`src/rtl/pool_job_scheduler.sv`:
```
// Round-robin job scheduler sharing one pooling unit between N_REQ requesters.
// Grants one job at a time, issues a start pulse, waits for done under a
// watchdog, and returns a tagged completion status.
module pool_job_scheduler #(
    parameter int unsigned N_REQ   = 4,
    parameter int unsigned ID_W    = 2,
    parameter int unsigned TIMEOUT = 64
) (
    input  logic               clk,
    input  logic               nrst,
    input  logic [N_REQ-1:0]   req_valid,
    output logic [N_REQ-1:0]   req_ready,
    input  logic [N_REQ*3-1:0] req_inst,
    input  logic [N_REQ*3-1:0] req_dim,
    output logic               start_pool,
    output logic [2:0]         pooling_inst,
    output logic [2:0]         array_dim,
    input  logic               pu_done,
    output logic               cmp_valid,
    input  logic               cmp_ready,
    output logic [ID_W-1:0]    cmp_id,
    output logic [1:0]         cmp_status,
    output logic               busy,
    output logic [7:0]         timeout_cnt
);

    localparam int unsigned TMR_W = $clog2(TIMEOUT) + 1;

    localparam logic [1:0] ST_IDLE   = 2'd0;
    localparam logic [1:0] ST_ISSUE  = 2'd1;
    localparam logic [1:0] ST_WAIT   = 2'd2;
    localparam logic [1:0] ST_REPORT = 2'd3;

    localparam logic [1:0] STS_OK      = 2'b00;
    localparam logic [1:0] STS_BAD_DIM = 2'b01;
    localparam logic [1:0] STS_TIMEOUT = 2'b10;

    localparam logic [TMR_W-1:0] TMR_LAST = TMR_W'(TIMEOUT - 1);

    logic [1:0]       state, state_nxt;
    logic [ID_W-1:0]  rr_ptr, rr_ptr_nxt;
    logic [TMR_W-1:0] timer, timer_nxt;
    logic             start_nxt;
    logic [2:0]       inst_nxt, dim_nxt;
    logic             cmp_valid_nxt;
    logic [ID_W-1:0]  cmp_id_nxt;
    logic [1:0]       cmp_status_nxt;
    logic             busy_nxt;
    logic [7:0]       tocnt_nxt;

    logic             grant_vld;
    logic [ID_W-1:0]  grant_idx;
    logic [ID_W-1:0]  cand;
    logic [2:0]       sel_inst, sel_dim;
    logic             dim_ok;

    // Round-robin search: first valid requester at or after rr_ptr
    always_comb begin
        grant_vld = 1'b0;
        grant_idx = '0;
        cand      = '0;
        for (int unsigned i = 0; i < N_REQ; i++) begin
            cand = ID_W'((32'(rr_ptr) + i) % N_REQ);
            if (!grant_vld && req_valid[cand]) begin
                grant_vld = 1'b1;
                grant_idx = cand;
            end
        end
    end

    assign sel_inst = req_inst[int'(grant_idx)*3 +: 3];
    assign sel_dim  = req_dim[int'(grant_idx)*3 +: 3];
    assign dim_ok   = (sel_dim == 3'd3) || (sel_dim == 3'd4) || (sel_dim == 3'd5);

    // Accept is offered only while idle, to the granted requester alone
    always_comb begin
        req_ready = '0;
        if (state == ST_IDLE && grant_vld) begin
            req_ready[grant_idx] = 1'b1;
        end
    end

    // Next-state and registered-output computation
    always_comb begin
        state_nxt      = state;
        rr_ptr_nxt     = rr_ptr;
        timer_nxt      = timer;
        start_nxt      = 1'b0;
        inst_nxt       = pooling_inst;
        dim_nxt        = array_dim;
        cmp_valid_nxt  = cmp_valid;
        cmp_id_nxt     = cmp_id;
        cmp_status_nxt = cmp_status;
        tocnt_nxt      = timeout_cnt;

        case (state)
            ST_IDLE: begin
                if (grant_vld) begin
                    inst_nxt   = sel_inst;
                    dim_nxt    = sel_dim;
                    cmp_id_nxt = grant_idx;
                    rr_ptr_nxt = ID_W'((32'(grant_idx) + 32'd1) % N_REQ);
                    if (dim_ok) begin
                        state_nxt = ST_ISSUE;
                        start_nxt = 1'b1;
                    end else begin
                        state_nxt      = ST_REPORT;
                        cmp_valid_nxt  = 1'b1;
                        cmp_status_nxt = STS_BAD_DIM;
                    end
                end
            end
            ST_ISSUE: begin
                timer_nxt = '0;
                state_nxt = ST_WAIT;
            end
            ST_WAIT: begin
                timer_nxt = timer + TMR_W'(1);
                if (pu_done) begin
                    state_nxt      = ST_REPORT;
                    cmp_valid_nxt  = 1'b1;
                    cmp_status_nxt = STS_OK;
                end else if (timer == TMR_LAST) begin
                    state_nxt      = ST_REPORT;
                    cmp_valid_nxt  = 1'b1;
                    cmp_status_nxt = STS_TIMEOUT;
                    if (timeout_cnt != 8'hFF) begin
                        tocnt_nxt = timeout_cnt + 8'd1;
                    end
                end
            end
            ST_REPORT: begin
                if (cmp_ready) begin
                    cmp_valid_nxt = 1'b0;
                    state_nxt     = ST_IDLE;
                end
            end
            default: state_nxt = ST_IDLE;
        endcase

        busy_nxt = (state_nxt != ST_IDLE);
    end

    // State and output registers
    always_ff @(posedge clk or negedge nrst) begin
        if (!nrst) begin
            state        <= ST_IDLE;
            rr_ptr       <= '0;
            timer        <= '0;
            start_pool   <= 1'b0;
            pooling_inst <= 3'd0;
            array_dim    <= 3'd0;
            cmp_valid    <= 1'b0;
            cmp_id       <= '0;
            cmp_status   <= 2'b00;
            busy         <= 1'b0;
            timeout_cnt  <= 8'd0;
        end else begin
            state        <= state_nxt;
            rr_ptr       <= rr_ptr_nxt;
            timer        <= timer_nxt;
            start_pool   <= start_nxt;
            pooling_inst <= inst_nxt;
            array_dim    <= dim_nxt;
            cmp_valid    <= cmp_valid_nxt;
            cmp_id       <= cmp_id_nxt;
            cmp_status   <= cmp_status_nxt;
            busy         <= busy_nxt;
            timeout_cnt  <= tocnt_nxt;
        end
    end

endmodule

```
`config.mk`:
```
export PLATFORM = sky130hd
export DESIGN_NAME = pool_job_scheduler
export DESIGN_NICKNAME = d
export VERILOG_FILES = /design/src/rtl/pool_job_scheduler.sv
export SDC_FILE = /design/constraint.sdc
export NUM_CORES = 1
export LEC_CHECK = 0
export ABC_AREA = 1
export BUFFER_PORTS_ARGS = -buffer_cell sky130_fd_sc_hd__buf_2
export CORE_ASPECT_RATIO = 1.25
export CORE_UTILIZATION = 50
export DETAILED_ROUTE_END_ITERATION = 10
export MAX_ROUTING_LAYER = met4
export PLACE_DENSITY = 0.74
export SYNTH_ARGS = -nofsm -noshare
export SYNTH_HDL_FRONTEND = slang
export SYNTH_SLANG_ARGS = --single-unit
```
`constraint.sdc`:
```
create_clock -name clk -period 3.25 [get_ports clk]
set_clock_uncertainty 0.2 [all_clocks]
set_input_delay 0.8125 -clock clk [delete_from_list [all_inputs] [get_ports clk]]
set_output_delay 0.8125 -clock clk [all_outputs]
set_load 0.03 [all_outputs]
```
==> reports/metrics.csv <==
stage;metric;value;unit
layout;final_core_util;66.2;%
placed_design;pre_cts_ws;5.87;ps
placed_design;port_buffers;56;
clock_tree;cts.path.max_buffers;2;
placed_design;place_congestion;0.894;
power;p_int;1.65;mW
die;start_util;53.5;%
die;fp.dieArea;4730;sq um
layout;multi_input_area;1230;sq um
hold_path;hp-start;cmp_valid;
worst_setup_path;crit_arrival;2140;ps
yosys;synth.top_cells.by_area;dfrtp_1 (36%), nand2_1 (12%), nand2_2 (7.0%);
hold_path;holdPathEnd;cmp_valid;
worst_setup_path;reg2regPathDepth;19;
global_routing;use_met3;3.90;%
worst_setup_path;worstReg2RegEnd;cmp_status[1];
sta;tightest_slew;674;ps
power;p_leak;1.48;nW
power;p_switching;1.69;mW
layout;final_nets;401;
yosys;synth_top_area_share;36.0;%
sta;whs;280;ps
sta;setup_slack;100;ps
global_routing;grt_pass1_vias;1869;
clock_tree;clkLatencyLatePin;280;ps
global_routing;gr-usage-met2;34.8;%
die;die_h;76.6;um
global_routing;grt_overflow;0;
layout;layout.area.seq;801;sq um
layout;areaGrowthSynthToFinish;23.7;%
yosys;synth_nets;334;
worst_setup_path;r2r_start;rr_ptr[0];
route;routedWlPerCell;10.7;um
power;pwr-share-clk;12.3;%
placed_design;placed_cells;405;
global_routing;grt-busiest-layer;met2;
route;drtIter0Drc;83;
layout;fin_cells;415;
sta;fmax;0.317;GHz
power;vdd.ir_drop.worst;786;uV
die;rows;26;
sta;maxSlewViolCount;0;
clock_tree;clock-sinks;32;
worst_setup_path;reg2reg_slack;780;ps
worst_setup_path;worstSetupStartpointType;primary input;
flow_run;maxCapViolCount;0;
yosys;yosysWarnings;0;
layout;fin_area;2760;sq um
hold_path;hp-class;reg2reg;
route;drt_wl_total;4460;um
power;comb_power_share;69.7;%
global_routing;met1_usage;24.7;%
hold_path;hold_depth;2;
worst_setup_path;crit_type;in2out;
placed_design;place_hpwl;3460;um
sta;fin_crit;3150;ps
yosys;synthesis.area;2230;sq um
route;antenna_left;0;
sta;hold_viol_final;0;
die;io_pins;57;
sta;setup_viol;0;
global_routing;grt.total_usage;21.0;%
layout;drive_gt1_share;34.5;%
route;via_count;2032;
clock_tree;htreeDepth;2;
power;power;3.34;mW
layout;fill_cells;395;
worst_setup_path;critPathRequiredTime;2240;ps
route;via_per_inst;4.90;
die;die_x;61.7;um
global_routing;grt_pass1_wl;7500;um
yosys;synth_top_area_cell;dfrtp_1;
sta;tns;0;ps
sta;post-route-period-util;96.9;%
yosys;seq_area_frac_synth;36.0;%
power;powerDensity;1210;nW/um^2
sta;slew-limit-headroom;55.0;%
route;first_pass_iters;4;
layout;n_antenna_cell;0;
power;swShare;50.6;%
clock_tree;cts_inserted_buffers;5;
worst_setup_path;crit_fanout;5;
clock_tree;ctsRootBufferMaster;clkbuf_8;
route;drc_errors;0;
global_routing;antenna_found_initial;0;
power;share_seq_of_total_power;18.1;%
global_routing;grt_max_degree;33;
yosys;syn_inst;291;
die;core;4160;sq um
placed_design;place_area;2590;sq um
run_status;outcome;completed;
clock_tree;postCtsHoldBufs;0;
yosys;synthDistinctLibCells;36;
yosys;avgSynthCellArea;7.65;sq um
clock_tree;clk_pin_slew;60;ps
worst_setup_path;cp-end-kind;primary output;
clock_tree;cts_tree;done;
yosys;synth-seq-cells;32;
==> what timing repair did <==
action | in CTS | in global routing
gates cloned | 0 | 0
setup buffers | 0 | 2
hold endpoints to repair | 0 | 0
endpoints found under the setup margin | 1 | 4
gates resized for setup | 1 | 9
pin swaps | 0 | 3
==> power by group through the flow <==
stage	Sequential, mW	Combinational, mW	Clock, mW
2_1_floorplan	0.744	1.65	0
3_3_place_gp	0.608	2.25	0
3_5_place_dp	0.608	2.26	0
4_1_cts	0.602	2.28	0.417
5_1_grt	0.620	2.61	0.435
6_report	0.604	2.33	0.409
==> cells by family after synthesis <==
logic type / after synthesis / share of synthesized area (%)
flops: 32 / 36.0
mux: 1 / 0.449
simple gates: 157 / 35.6
xor+xnor: 7 / 2.75
fa+ha+maj: 11 / 6.18
compound gates: 36 / 9.83
buf+inv: 47 / 9.27
==> sequential cells by signal, indices dropped and copies added (netlist names) <==
register / cells
rr_ptr: 2
cmp_valid: 1
timer: 7
cmp_id: 2
timeout_cnt: 8
start_pool: 1
state: 2
cmp_status: 2
pooling_inst: 3
array_dim: 3
busy: 1
==> routing by layer <==
metal	vias up	routed length, um
met5	-	0
met4	0	65
met3	6	201
met2	50	2270
met1	917	1920
li1	1059	-
==> layout by cell type (no fill, tap or decap), types with 2 or more instances in the layout <==
master,instances
nand2_1,70
buf_2,53
inv_1,33
dfrtp_1,32
nand2_2,27
nor2_1,21
nand3_1,15
buf_4,13
o21ai_0,12
ha_1,11
a21oi_1,7
clkbuf_8,7
inv_2,6
nand3_2,5
nor3_1,5
a31oi_1,4
xor2_1,4
nand4_1,3
nand3_4,3
o22ai_1,3
xnor2_1,3
nor2_2,2
o21bai_1,2
==> cell usage after synthesis <==
library cell  count
a211oi_1          1
a21oi_1           7
a221oi_1          1
a22oi_1           1
a31oi_1           4
and2_1            1
buf_6             4
clkbuf_1          3
dfrtp_1          32
ha_1             11
inv_1            35
inv_2             5
mux2i_1           1
nand2_1          72
nand2_2          25
nand2_4           1
nand3_1          16
nand3_2           4
nand3_4           3
nand4_1           3
nor2_1           23
nor2_4            1
nor3_1            5
nor4_1            1
nor4_4            1
o2111ai_1         1
o211ai_1          1
o211ai_2          1
o21a_1            1
o21ai_0          12
o21ai_1           1
o21bai_1          2
o22ai_1           3
or2_2             1
xnor2_1           3
xor2_1            4
==> worst max-delay path by stage <==
stage,from,cells after the start,slack [ps],to
after floorplan,req_valid[3],11,60,req_ready[1]
after global placement,req_valid[1],14,50,req_ready[2]
after detailed placement,req_valid[1],14,6,req_ready[3]
after CTS,req_valid[1],14,0.7,req_ready[2]
after global routing,req_valid[0],13,-10,req_ready[0]
final,req_valid[1],14,100,req_ready[1]
==> final cells by class <==
| class | instances | share of cell area [%] |
|---|---|---|
| multi-input cells | 212 | 44.8 |
| flip-flops and latches | 32 | 29.1 |
| repair buffers | 67 | 13.4 |
| inverters | 40 | 5.54 |
| clock buffers | 7 | 3.50 |
| well taps | 56 | 2.54 |
| clock inverters | 1 | 1.09 |
==> critical path, stage by stage <==
cell and delay, ps:
buf_2 110, inv_1 70, nand2_2 60, nand3_2 80, nand2_2 80, nor2_4 120
buf_4 130, nand3_4 70, nand3_4 120, inv_2 60, ha_1 170, inv_1 50
nor2_1 40, clkbuf_4 180
(Power assumes the default switching activity.)
